## src/rtl/k_ones_pattern_gen.sv

```systemverilog
// k_ones_pattern_gen: streams every width-bit word with exactly k ones set, in
// ascending order, one word per valid/ready beat, using Gosper's successor.
module k_ones_pattern_gen #(
  parameter int unsigned width = 8
) (
  input  logic                   clk,
  input  logic                   rst,
  input  logic                   start,
  input  logic [$clog2(width):0] k,
  output logic                   busy,
  output logic                   out_valid,
  input  logic                   out_ready,
  output logic [width-1:0]       out_pattern,
  output logic                   out_last,
  output logic [width-1:0]       out_index,
  output logic                   err
);

  localparam int unsigned KW = $clog2(width) + 1;
  localparam int unsigned CW = $clog2(width + 2);
  localparam int          WI = int'(width);

  typedef enum logic {
    IDLE = 1'b0,
    EMIT = 1'b1
  } state_t;

  state_t           state_q, state_d;
  logic             valid_q, valid_d;
  logic             busy_q, busy_d;
  logic             err_q, err_d;
  logic [KW-1:0]    k_q, k_d;
  logic [width-1:0] pattern_q, pattern_d;
  logic [width-1:0] index_q, index_d;

  logic [width-1:0] low_bit;
  logic [width:0]   ripple;
  logic [width:0]   changed;
  logic [CW-1:0]    flips;
  logic [width-1:0] fill;
  logic [width-1:0] succ;
  logic [width-1:0] first_word;

  // Gosper's successor: carry the lowest run of ones up, refill the spill at the bottom.
  always_comb begin
    low_bit = pattern_q & (~pattern_q + width'(1));
    ripple  = {1'b0, pattern_q} + {1'b0, low_bit};
    changed = ripple ^ {1'b0, pattern_q};
    flips   = '0;
    for (int i = 0; i <= WI; i++) begin
      flips = flips + CW'(changed[i]);
    end
    fill = '0;
    for (int i = 0; i < WI; i++) begin
      fill[i] = (i + 2) < int'(flips);
    end
    succ = ripple[width-1:0] | fill;
  end

  // Lowest word of weight k: the k low bits set.
  always_comb begin
    first_word = '0;
    for (int i = 0; i < WI; i++) begin
      first_word[i] = i < int'(k);
    end
  end

  // Final word once all ones sit at the top; gated so reset/idle never flags last.
  assign out_last = valid_q &
                    ((k_q == '0) || (k_q == KW'(width)) || ripple[width]);

  always_comb begin
    state_d   = state_q;
    valid_d   = valid_q;
    busy_d    = busy_q;
    err_d     = 1'b0;
    k_d       = k_q;
    pattern_d = pattern_q;
    index_d   = index_q;
    case (state_q)
      IDLE: begin
        if (start) begin
          if (k > KW'(width)) begin
            err_d = 1'b1;
          end else begin
            state_d   = EMIT;
            valid_d   = 1'b1;
            busy_d    = 1'b1;
            k_d       = k;
            pattern_d = first_word;
            index_d   = '0;
          end
        end
      end
      EMIT: begin
        if (out_ready) begin
          if (out_last) begin
            state_d = IDLE;
            valid_d = 1'b0;
            busy_d  = 1'b0;
          end else begin
            pattern_d = succ;
            index_d   = index_q + width'(1);
          end
        end
      end
      default: state_d = IDLE;
    endcase
  end

  always_ff @(posedge clk or posedge rst) begin
    if (rst) begin
      state_q   <= IDLE;
      valid_q   <= 1'b0;
      busy_q    <= 1'b0;
      err_q     <= 1'b0;
      k_q       <= '0;
      pattern_q <= '0;
      index_q   <= '0;
    end else begin
      state_q   <= state_d;
      valid_q   <= valid_d;
      busy_q    <= busy_d;
      err_q     <= err_d;
      k_q       <= k_d;
      pattern_q <= pattern_d;
      index_q   <= index_d;
    end
  end

  assign busy        = busy_q;
  assign out_valid   = valid_q;
  assign out_pattern = pattern_q;
  assign out_index   = index_q;
  assign err         = err_q;

endmodule

```

## config.mk

```make
export PLATFORM = sky130hd
export DESIGN_NAME = k_ones_pattern_gen
export DESIGN_NICKNAME = d
export VERILOG_FILES = /design/src/rtl/k_ones_pattern_gen.sv
export SDC_FILE = /design/constraint.sdc
export NUM_CORES = 1
export LEC_CHECK = 0
export CELL_PAD_IN_SITES_DETAIL_PLACEMENT = 1
export CELL_PAD_IN_SITES_GLOBAL_PLACEMENT = 1
export CORE_ASPECT_RATIO = 1.1
export CORE_MARGIN = 2
export CORE_UTILIZATION = 32
export CTS_BUF_LIST = sky130_fd_sc_hd__clkbuf_2
export CTS_CLUSTER_SIZE = 20
export DETAILED_ROUTE_END_ITERATION = 12
export MAX_ROUTING_LAYER = met4
export PLACE_DENSITY_LB_ADDON = 0.1
export SLEW_MARGIN = 20
export SYNTH_ARGS = -nofsm -noshare
export SYNTH_HDL_FRONTEND = slang
export SYNTH_SLANG_ARGS = --single-unit
```

## constraint.sdc

```tcl
create_clock -name clk -period 9.7 [get_ports clk]
set_clock_uncertainty 0.15 [all_clocks]
set_input_delay 2.425 -clock clk [delete_from_list [all_inputs] [get_ports clk]]
set_output_delay 2.425 -clock clk [all_outputs]
set_load 0.1 [all_outputs]
```

==> qor.csv <==
stage,metric,value,unit
layout,n_antenna_cell,0,
logic_synthesis,ys_seq_area_frac,0.319,
routing,viasPerCell,5.43,
floorplan,fp.dieW,74.1,um
outcome,outcome,"finished, final reports clean",
clocking,post_cts_resized,0,
clocking,clk_pin_slew,0.22,ns
worst_hold_path,hp-class,reg -> reg,
global_route,grt_pass1_wl,9120,um
floorplan,start_util,0.327,
routing,first_iter_violations,76,
clocking,cts_setup_buffers,0,
timing,final-setup-viol-count,0,
layout,multiInputGateArea,1060,um^2
clocking,cts_root_buf,clkbuf_2,
floorplan,ios,28,
critical_path,end_kind,output port,
place,port-buffer-count,27,
timing,fmax,0.169,GHz
layout,layout.nets,246,
layout,final_layout_size_suffix_gt1_frac,0.0786,
clocking,tritoncts,done,
floorplan,dieHeight,81.1,um
place,place_area,2050,um^2
logic_synthesis,synth_edf_count,0,
timing,setup-tns-final,0,ns
timing,slew_headroom,0.343,
logic_synthesis,synthFlopType,dfrtp_1,
timing,hold_viol,0,
routing,firstDrtPassIters,4,
logic_synthesis,synth_nets,223,
place,dp_hpwl,4090,um
critical_path,crit_required,7.13,ns
logic_synthesis,yosysWarnings,0,
critical_path,worst_setup_path_start_kind,register,
global_route,grt_max_degree,23,
layout,register_area,551,um^2
clocking,hold_buffers,0,
routing,remaining_drc_errors,0,
floorplan,core_area,5290,um^2
clocking,cts_buffers,3,
routing,drtAntennaViolNets,0,
timing,period_needed,5.93,ns
timing,slew_violations,0,
clocking,cts.sinks,22,
logic_synthesis,synthCells,207,
layout,fill_cells,632,
logic_synthesis,synth.distinct_cells,55,
critical_path,critPathMaxFanout,12,
layout,area_growth,19.8,%
global_route,grt-ovfl-total,0,
clocking,htreeDepth,1,
floorplan,num_rows,28,
job,cap_violations,0,
logic_synthesis,avgSynthCellArea,8.35,um^2
clocking,cts_max_path_buffers,2,
routing,via_count,1650,
critical_path,arrival,3.36,ns
routing,wl,5290,um
global_route,grt_util_all_layers,0.203,
layout,design_area,2070,um^2
critical_path,path_class,reg -> out,
logic_synthesis,async_reset_ff_frac,1.00,
logic_synthesis,ys_ff_latch,22,
timing,finalCritPeriodShare,0.612,
layout,fin_util,0.391,
clocking,clk_latency,0.34,ns
timing,tightest_slew,0.982,ns
timing,rsz0062_at_grt,false,
global_route,antenna_found_initial,0,
floorplan,die_area,6000,um^2
global_route,first_global_vias,1820,
logic_synthesis,synthesis.area,1730,um^2
place,place.gp.congestion,0.892,
routing,routedWlPerCell,17.4,um
[synth_stat cells, types with 4 or more instances]
cell type / number / area share
nand2_1: 25 / 0.054
dfrtp_1: 22 / 0.32
nor2_1: 20 / 0.043
inv_1: 17 / 0.037
a21oi_1: 16 / 0.046
o21ai_0: 9 / 0.026
a31oi_1: 6 / 0.022
nand2b_1: 6 / 0.022
nand3_1: 6 / 0.017
fa_1: 5 / 0.058
o2bb2ai_1: 5 / 0.025
clkbuf_1: 4 / 0.0087
nor2b_1: 4 / 0.014
[area by class of cell]
| type | count | share of cell area |
|---|---|---|
| clock inverter | 1 | 0.00181 |
| tap | 75 | 0.0453 |
| sequential | 22 | 0.266 |
| multi-input combinational | 157 | 0.515 |
| inverter | 19 | 0.0345 |
| clock buffer | 3 | 0.00726 |
| timing repair buffer | 27 | 0.131 |
[per-layer routing]
metal  wire length (um)  up-vias  track usage  share of wire
met5                  0        -            -              0
met4                 70        0       0.0655          0.013
met1               2280      822        0.253           0.43
met3                170        8       0.0248          0.032
li1                   -      780            -              -
met2               2770       40        0.341           0.52
[final timing paths]
| check | start | endpoint | slack, ns | depth (start not counted) |
|---|---|---|---|---|
| min reg2reg | k_q[0] | k_q[0] | 0.38 | 2 |
| max reg2reg | out_pattern[2] | out_pattern[2] | 4.29 | 16 |
| min | k_q[0] | k_q[0] | 0.38 | 2 |
| max in group asynchronous | rst | out_pattern[4] | 6.49 | 2 |
| min in group asynchronous | rst | busy | 2.38 | 2 |
| max | out_pattern[1] | out_last | 3.77 | 6 |
[worst max-delay path, stage by stage (launching register included)]
cell             delay, ns
dfrtp_1               0.62
nor2_1                0.12
inv_1                 0.25
a211oi_2              0.11
o41ai_4               0.72
inv_2                 0.17
clkdlybuf4s50_1       1.02
[kinds of logic after synthesis]
logic type / count (synthesis) / share of synthesized area
fa+ha+maj: 8 / 0.0797
mux: 5 / 0.0311
compound gates: 63 / 0.262
xor+xnor: 2 / 0.0101
simple gates: 79 / 0.233
buf+inv: 28 / 0.0652
flops: 22 / 0.319
[layout by cell type, fill, tap and decap left out, drive strengths merged, types with 6 or more instances in the layout]
cell           count
a21oi             17
a31oi              6
clkdlybuf4s50     27
dfrtp             22
inv               18
nand2             25
nand2b             6
nand3              6
nor2              20
o21ai             10
[state kept, by name, indices dropped and copies added, names as in the netlist]
register	cells
busy	1
err	1
k_q	3
out_index	8
out_pattern	8
state_q	1
[per-stage QoR]
| stage | cells | hold slack, ns | worst slack, ns |
|---|---|---|---|
| after detailed placement | 300 | 0.328 | 4.18 |
| after floorplan | 207 | 0.297 | 4.21 |
| final | 304 | 0.376 | 3.77 |
| after global placement | 300 | 0.312 | 4.19 |
| after global routing | 304 | 0.447 | 3.54 |
| after CTS | 304 | 0.377 | 3.72 |
Power is not shown: default switching activity piles up to over one toggle a cycle in this logic, so the estimate is an artifact.
